### src/rtl/dcsr_pkg.sv
// Shared definitions for the circular-shift coefficient streamer.
// Contents: the FSM state enum, the bit-order and fill-mode encodings, and a
//           helper that sizes the per-pass bit counter.
package dcsr_pkg;

  typedef enum logic [1:0] {
    ST_IDLE   = 2'd0,  // no operand held
    ST_LOADED = 2'd1,  // operand held, no pass run yet
    ST_RUN    = 2'd2,  // pass in progress
    ST_DONE   = 2'd3   // pass finished or aborted, operand retained
  } state_t;

  // Bit order: which end of a lane is presented first.
  localparam logic ORDER_LSB = 1'b0;
  localparam logic ORDER_MSB = 1'b1;

  // Fill mode: what re-enters the far end of a lane on each shift.
  localparam logic MODE_ROTATE = 1'b0;
  localparam logic MODE_CLEAR  = 1'b1;

  // Counter width able to hold 0..n-1; never narrower than one bit.
  function automatic int cnt_width(input int n);
    return (n <= 2) ? 1 : $clog2(n);
  endfunction

endpackage

### src/rtl/dcsr_lane.sv
// One operand lane: an N-bit loadable shift register with a 1-bit output tap.
// Ports: clk/reset; load + data write the whole lane; shift moves it one place
//        toward the tap selected by order; mode picks rotate or zero fill; tap is the current output bit.
module dcsr_lane
  import dcsr_pkg::*;
#(
  parameter int N = 4
) (
  input  logic         clk,
  input  logic         reset,
  input  logic         load,
  input  logic [N-1:0] data,
  input  logic         shift,
  input  logic         order,
  input  logic         mode,
  output logic         tap
);

  logic [N-1:0] q;
  logic         fill;

  assign tap  = (order == ORDER_LSB) ? q[0] : q[N-1];
  // Rotate feeds the outgoing bit back in at the far end; clear feeds zero.
  assign fill = (mode == MODE_ROTATE) ? tap : 1'b0;

  always_ff @(posedge clk or negedge reset) begin
    if (!reset) begin
      q <= '0;
    end else if (load) begin
      q <= data;
    end else if (shift) begin
      if (order == ORDER_LSB) begin
        q <= {fill, q[N-1:1]};
      end else begin
        q <= {q[N-2:0], fill};
      end
    end
  end

endmodule

### src/rtl/dcsr_stream.sv
// Multi-lane circular-shift coefficient streamer: emits one bit per lane per cycle for N cycles per pass.
// Ports: load_valid/load_ready/load_data load all lanes; start/abort/msb_first/clear_mode control a pass;
//        dcoef/dcoef_valid carry the slice; busy, done (1-cycle pulse) and pass_cnt report status.
module dcsr_stream
  import dcsr_pkg::*;
#(
  parameter int LANES = 4,
  parameter int N     = 4,
  parameter int PCW   = 8
) (
  input  logic               clk,
  input  logic               reset,
  input  logic               load_valid,
  output logic               load_ready,
  input  logic [LANES*N-1:0] load_data,
  input  logic               start,
  input  logic               abort,
  input  logic               msb_first,
  input  logic               clear_mode,
  output logic [LANES-1:0]   dcoef,
  output logic               dcoef_valid,
  output logic               busy,
  output logic               done,
  output logic [PCW-1:0]     pass_cnt
);

  localparam int CW = cnt_width(N);
  localparam logic [CW-1:0] LAST_CNT = CW'(N - 1);

  state_t           state;
  state_t           state_next;
  logic [CW-1:0]    cnt;
  logic             order_q;
  logic             mode_q;
  logic             done_q;
  logic [LANES-1:0] taps;

  logic load_acc;
  logic start_acc;
  logic in_run;
  logic last;
  logic finish;

  assign in_run   = (state == ST_RUN);
  assign last     = (cnt == LAST_CNT);
  assign load_acc = load_valid && load_ready;
  // A coincident accepted load takes precedence over start.
  assign start_acc = start && !load_acc && ((state == ST_LOADED) || (state == ST_DONE));
  // Abort outranks the natural end of a pass, so a final-cycle abort gives no done/count.
  assign finish = in_run && last && !abort;

  // ---------------------------------------------------------------- lanes
  for (genvar i = 0; i < LANES; i++) begin : g_lane
    dcsr_lane #(.N(N)) u_lane (
      .clk   (clk),
      .reset (reset),
      .load  (load_acc),
      .data  (load_data[i*N +: N]),
      .shift (in_run),
      .order (order_q),
      .mode  (mode_q),
      .tap   (taps[i])
    );
  end

  // ---------------------------------------------------------------- FSM: state register
  always_ff @(posedge clk or negedge reset) begin
    if (!reset) begin
      state <= ST_IDLE;
    end else begin
      state <= state_next;
    end
  end

  // ---------------------------------------------------------------- FSM: next state
  always_comb begin
    state_next = state;
    case (state)
      ST_IDLE: begin
        if (load_acc) state_next = ST_LOADED;
      end
      ST_LOADED, ST_DONE: begin
        if (load_acc)       state_next = ST_LOADED;
        else if (start_acc) state_next = ST_RUN;
      end
      ST_RUN: begin
        if (abort || last) state_next = ST_DONE;
      end
      default: state_next = ST_IDLE;
    endcase
  end

  // ---------------------------------------------------------------- FSM: outputs
  always_comb begin
    load_ready  = !in_run;
    busy        = in_run;
    dcoef_valid = in_run;
    dcoef       = in_run ? taps : '0;
    done        = done_q;
  end

  // ---------------------------------------------------------------- counters and mode latches
  always_ff @(posedge clk or negedge reset) begin
    if (!reset) begin
      cnt     <= '0;
      order_q <= 1'b0;
      mode_q  <= 1'b0;
    end else if (start_acc) begin
      cnt     <= '0;
      order_q <= msb_first;
      mode_q  <= clear_mode;
    end else if (in_run && !last) begin
      cnt <= cnt + 1'b1;
    end
  end

  always_ff @(posedge clk or negedge reset) begin
    if (!reset) begin
      done_q <= 1'b0;
    end else begin
      done_q <= finish;
    end
  end

  always_ff @(posedge clk or negedge reset) begin
    if (!reset) begin
      pass_cnt <= '0;
    end else if (load_acc) begin
      pass_cnt <= '0;
    end else if (finish && (pass_cnt != '1)) begin
      pass_cnt <= pass_cnt + 1'b1;
    end
  end

endmodule
### config.mk
export PLATFORM = sky130hd
export DESIGN_NAME = dcsr_stream
export DESIGN_NICKNAME = d
export VERILOG_FILES = /design/src/rtl/dcsr_pkg.sv /design/src/rtl/dcsr_lane.sv /design/src/rtl/dcsr_stream.sv
export SDC_FILE = /design/constraint.sdc
export NUM_CORES = 1
export LEC_CHECK = 0
export CELL_PAD_IN_SITES_DETAIL_PLACEMENT = 1
export CELL_PAD_IN_SITES_GLOBAL_PLACEMENT = 1
export CORE_MARGIN = 2
export CORE_UTILIZATION = 40
export DETAILED_ROUTE_END_ITERATION = 10
export PLACE_DENSITY_LB_ADDON = 0.1
export SLEW_MARGIN = 30
export SYNTH_ARGS = -nofsm -noshare
export SYNTH_HDL_FRONTEND = slang
export SYNTH_SLANG_ARGS = --single-unit
### constraint.sdc
create_clock -name clk -period 2.35 [get_ports clk]
set_clock_uncertainty 0.1 [all_clocks]
set_input_delay 0.5875 -clock clk [delete_from_list [all_inputs] [get_ports clk]]
set_output_delay 0.5875 -clock clk [all_outputs]
set_load 0.02 [all_outputs]
==> flow_summary.toml, run 1 <==
[yosys]
synthMuxAreaShare = 0.138
yosys.area_share.simple = 0.130
synth_fa_ha_area_frac = 0.0149
yosysUniqueCellTypes = 32
syn_area_sq_um = 1680
syn_inst = 161
seq_area_frac_synth = 0.463
syn_nets = 186
synth_top_family_by_area = "compound AO/OA/AOI/OAI gates"
ys_seq_elements = 31
synth_xor_area_frac = 0.0209
synth-compound-area-share = 0.194
syn_avg_cell_area_sq_um = 10.4
yosysWarnings = 0

[clock_network]
cts_buffer_depth = 2
clk_latency_ns = 0.28
root_buffer = "clkbuf_8"
cts.clk_slew.worst_paths_ns = 0.07
cts.sinks = 31
ctsHoldBuffers = 0
post_cts_buffers = 0
cts_buffers = 5
cts_tree = "built"
cts_max_level = 2

[floorplanning]
placement_rows = 23
io_pins = 39
initial_utilization = 0.416
die_y_microns = 68.7
coreArea_sq_um = 4030
fp.dieArea_sq_um = 4730
die_w_microns = 68.7

[global_route]
grt_usage = 0.196
antenna_found_initial = 0
grt_pass1_vias = 1407
overflow = 0
grt_pass1_wl_microns = 6760
grt_max_degree = 32

[routing]
drtIter0Drc = 49
num_vias = 1393
wl_per_cell_microns = 15.8
wirelength_microns = 4050
drcViolationCount = 0
first_pass_iters = 4
final_antenna_net_count = 0
vias_per_cell = 5.44

[pwr]
p_leak_nw = 0.984
max-vdd-ir-drop_v = 0.000356
power_w = 0.00159
p_per_area_nw_per_um2 = 710

[sta]
slew_headroom = 0.669
finalSetupViolCount = 0
finalSetupTns_ns = 0
rsz0062_at_grt = "false"
drv_slew = 0
min_period_ns = 2.28
fmax_mhz = 439
min_period_over_period = 0.970
worstMarginPinSlew_ns = 0.496
final_hold_viol_count = 0

[worst_setup_path]
slowest_delay_ns = 0.43
r2r_slack_ns = 0.61
cp-end-kind = "output port"
crit_path_max_fanout = 23
crit_arrival_ns = 1.59
cp_data_required_time_ns = 1.66
crit_type = "reg -> out"
worstRegToRegCells = 4
path_cells = "nand2b_1 -> buf_12 -> nor2_1 -> dlygate4sd2_1"
start_kind = "flip-flop"
critPathSlowestCell = "dfrtp_1"

[place]
gp_congestion = 0.821
hpwl_microns = 3030
io_buffer_count = 38
place_inst = 248

[finish]
final_nets = 230
nFillCells = 449
drive_gt1_frac = 0.117
n_antenna_cell = 0
instances_no_fill = 256
area_delta_synth_final_pct = 33.9

[hold_path]
hold_depth = 1
worstHoldPathType = "reg -> reg"

[job]
maxCapViolations = 0

[status]
status = "finished clean"
==> layout make-up <==
class,instances,area (sq um),area share
Sequential cell,31,776,0.346
Clock inverter,3,15.0,0.00669
Inverter,4,15.0,0.00669
Multi-Input combinational cell,115,835,0.372
Clock buffer,5,68.8,0.0307
Timing Repair Buffer,48,473,0.211
Tap cell,50,62.6,0.0279
==> through the flow <==
stage	utilization	cell area (sq um)	hold WS, ns	setup slack (ns)
after floorplan	-	1680	0.192	0.140
after global placement	0.538	2170	0.412	0.146
final	0.557	2240	0.457	0.0713
after global routing	0.557	2240	0.492	0.00380
after CTS	0.557	2240	0.457	0.0510
after detailed placement	0.538	2170	0.431	0.111
==> critical path, delay by kind of cell (launching register included) <==
| family | cells | cell delay, ns |
|---|---|---|
| DFF | 1 | 0.43 |
| buffers and inverters | 2 | 0.52 |
| and+or+nand+nor | 2 | 0.34 |
==> final timing paths <==
kind	start	end
hold reg to reg	mode_q	mode_q
setup reg to reg	order_q	g_lane[0].u_lane.q[0]
hold / removal	mode_q	mode_q
setup / recovery	state[0]	dcoef[2]
max in group asynchronous	reset	g_lane[3].u_lane.q[0]
min in group asynchronous	reset	pass_cnt[0]
==> state kept, by name, indices dropped and copies added (netlist names), named ones only <==
name / count
g_lane.u_lane.q: 16
pass_cnt: 8
cnt: 2
done: 1
mode_q: 1
order_q: 1
state: 1
==> layer usage <==
layer | routed length, microns | global-route usage | vias to the layer above
met5 | 0 | 0 | -
met4 | 60 | 0.0662 | 0
met3 | 131 | 0.0487 | 8
met2 | 2010 | 0.333 | 26
met1 | 1850 | 0.242 | 681
li1 | - | - | 678
==> cell usage after synthesis <==
library cell	count	area, sq um
buf_4	1	7.51
nor2b_1	8	50.1
nand4_4	1	21.3
o21ai_2	1	8.76
nor4_2	1	12.5
dfrtp_1	31	776
ha_1	2	25.0
mux2_2	1	11.3
nand3_1	1	5.00
and2_0	1	6.26
nand2_1	7	26.3
a21oi_1	21	105
xor2_1	3	26.3
o32a_1	1	10.0
mux2i_1	22	220
buf_2	5	25.0
a211oi_1	8	60.1
o31ai_1	1	7.51
nand2b_1	1	6.26
and3_1	2	12.5
nor2_1	13	48.8
a221oi_1	8	70.1
o211ai_4	1	21.3
and4bb_4	1	16.3
clkbuf_1	5	18.8
o211ai_1	2	15.0
inv_1	4	15.0
o21ai_0	3	15.0
o21ai_1	1	5.00
o21a_1	1	7.51
xnor2_1	1	8.76
or3_1	2	12.5
==> layout by cell type (no fill, tap or decap), types with 2 or more instances in the layout <==
cell	Yosys	layout
ha_1	2	2
o21ai_0	3	3
and3_1	2	2
or3_1	2	2
dlygate4sd2_1	0	6
a21oi_1	21	21
clkbuf_8	0	5
a211oi_1	8	8
nor2b_1	8	8
buf_12	0	2
inv_1	4	4
nor2_1	13	13
a221oi_1	8	8
clkdlybuf4s50_1	0	31
mux2i_1	22	22
buf_4	1	8
nand2_1	7	7
clkinv_2	0	3
dfrtp_1	31	31
o211ai_1	2	2
xor2_1	3	3
==> power by group <==
part,total [W],switching (W),internal (W)
sequential,0.000759,0.000117,0.000642
combinational,0.000437,0.000217,0.000220
clock,0.000398,0.000196,0.000202
total,0.00159,0.000530,0.00106
==> logic make-up (layout without fill, tap and decap cells) <==
kind of cell,Yosys count,after routing
flip-flops,31,31
XOR/XNOR,4,4
AO/OA/AOI/OAI,48,48
multiplexers,23,23
adder cells (fa/ha/maj),2,2
AND/OR/NAND/NOR,38,38
buffers and inverters,15,60
==> what timing repair did <==
action                                  CTS  global route
pin swaps                                 0             0
endpoints found under the setup margin    7             1
gates resized for setup                   7             1
No activity file was read; power rests on OpenSTA's default activity.
==> run 2, diff against run 1 <==
- PLACE_DENSITY_LB_ADDON: 0.1 -> 0.08
==> flow_summary.toml, run 2 (same netlist as run 1, synthesis figures left out) <==
[status]
status = "finished clean"

[routing]
vias_per_cell = 5.43
final_antenna_net_count = 0
drcViolationCount = 0
wirelength_microns = 4380
num_vias = 1407
wl_per_cell_microns = 16.9
drtIter0Drc = 24
first_pass_iters = 4

[clock_network]
root_buffer = "clkbuf_8"
ctsHoldBuffers = 0
post_cts_buffers = 0
cts_buffers = 5
cts_buffer_depth = 2
cts.sinks = 31
cts_max_level = 2
cts.clk_slew.worst_paths_ns = 0.07
cts_tree = "built"
clk_latency_ns = 0.28

[pwr]
p_clk_frac = 0.311
swShare = 0.307
max-vdd-ir-drop_v = 0.000389
power.switching_w = 0.000536
internal-power_w = 0.00121
p_per_area_nw_per_um2 = 764
pwr-share-seq = 0.431
p_leak_nw = 1.01
pwr-share-comb = 0.258

[place]
gp_congestion = 0.724
dp_slack_ns = 0.167
io_buffer_count = 38
hpwl_microns = 3270

[worst_setup_path]
cp_top_family = "buffers and inverters"
crit_start = "state[0]"
start_kind = "flip-flop"
crit_arrival_ns = 1.52
critPathSlowestCell = "dfrtp_1"
cp_num_buf_inv = 2
cp_data_required_time_ns = 1.66
cp-end-kind = "output port"
worstReg2RegStart = "order_q"
crit_path_max_fanout = 21
crit_type = "reg -> out"
slowest_delay_ns = 0.37
path_cells = "nand2b_1 -> buf_12 -> nor2_1 -> dlygate4sd2_1"

[finish]
regArea_sq_um = 776
fin_util = 0.568
largest_register = "g_lane.u_lane.q"
final_cell_mix = "dfrtp_1, clkdlybuf4s50_1, mux2i_1"
n_antenna_cell = 0
largest_register_ffs = 16
drive_gt1_frac = 0.129
multi_input_area_sq_um = 835
nFillCells = 450
area_delta_synth_final_pct = 36.4
reg_top3 = "g_lane.u_lane.q (16), pass_cnt (8), cnt (2)"
final_nets = 233

[global_route]
grt_usage = 0.202
overflow = 0
grt_max_degree = 32
grt_pass1_vias = 1367
antenna_found_initial = 0
grt_pass1_wl_microns = 6840

[sta]
rsz0062_at_grt = "false"
min_period_over_period = 0.939
fmax_mhz = 453
slew_headroom = 0.719
finalSetupTns_ns = 0
worstMarginPinSlew_ns = 0.422
whs_ns = 0.449
finalSetupViolCount = 0
final_hold_viol_count = 0
setup_slack_ns = 0.143
drv_slew = 0
min_period_ns = 2.21

[floorplanning]
die_w_microns = 68.7
coreArea_sq_um = 4030
io_pins = 39
fp.dieArea_sq_um = 4730
initial_utilization = 0.416
die_y_microns = 68.7
placement_rows = 23

[hold_path]
worstHoldPathType = "reg -> reg"
hp-start = "mode_q"

[job]
maxCapViolations = 0
==> run 2: cell types whose count changed in the layout (fill, tap and decap cells not counted), sizes merged <==
| cell | before | now |
|---|---|---|
| buf | 10 | 13 |
| bufinv | 0 | 1 |
| clkbuf | 5 | 6 |
| clkdlybuf4s15 | 1 | 0 |
| clkinv | 3 | 1 |
| dlygate4sd2 | 6 | 7 |
==> run 2: final timing paths <==
check / endpoint / slack, ns / cells after the start
min in group asynchronous: g_lane[1].u_lane.q[2] / 0.61 / 2
max in group asynchronous: pass_cnt[0] / 1.24 / 2
max: dcoef[1] / 0.14 / 4
min reg2reg: mode_q / 0.45 / 1
max reg2reg: g_lane[1].u_lane.q[0] / 0.62 / 5
min: mode_q / 0.45 / 1
==> run 2: timing repair <==
item | in CTS | in global routing
gates resized for setup | 7 | 0
hold endpoints to repair | 0 | 0
endpoints found under the setup margin | 7 | 0
==> run 2: through the flow <==
stage / cell area [sq um] / total power, W / instances
detailed placement: 2180 / 0.00122 / 251
finish: 2290 / 0.00175 / 259
global placement: 2180 / 0.00119 / 251
floorplan: 1680 / 0.00102 / 161
global route: 2290 / 0.00185 / 259
CTS: 2290 / 0.00177 / 259
==> run 2: layer usage <==
layer,track usage,part of all wire
met5,0,0
met3,0.0552,0.039
met1,0.231,0.42
met2,0.361,0.53
met4,0.0662,0.014
==> run 2: worst reg2reg max path: cells and delay by family (launching register included) <==
kind | cells | cell delay (ns)
AOI/OAI and AO/OA | 2 | 0.31
buffers and inverters | 2 | 0.34
DFF | 1 | 0.58
and+or+nand+nor | 1 | 0.32
==> run 2: layout make-up <==
type / instances / area share
clock inverter: 2 / 0.0153
timing repair buffer: 51 / 0.211
sequential: 31 / 0.339
clock buffer: 6 / 0.0361
multi-input combinational: 115 / 0.365
inverter: 4 / 0.00656
tap: 50 / 0.0274
==> run 2: power groups by stage <==
stage	registers (W)	logic [W]	clock network [W]
2_1_floorplan	0.000724	0.000293	0
3_3_place_gp	0.000750	0.000443	0
3_5_place_dp	0.000760	0.000462	0
4_1_cts	0.000754	0.000457	0.000563
5_1_grt	0.000775	0.000494	0.000583
6_report	0.000753	0.000451	0.000543
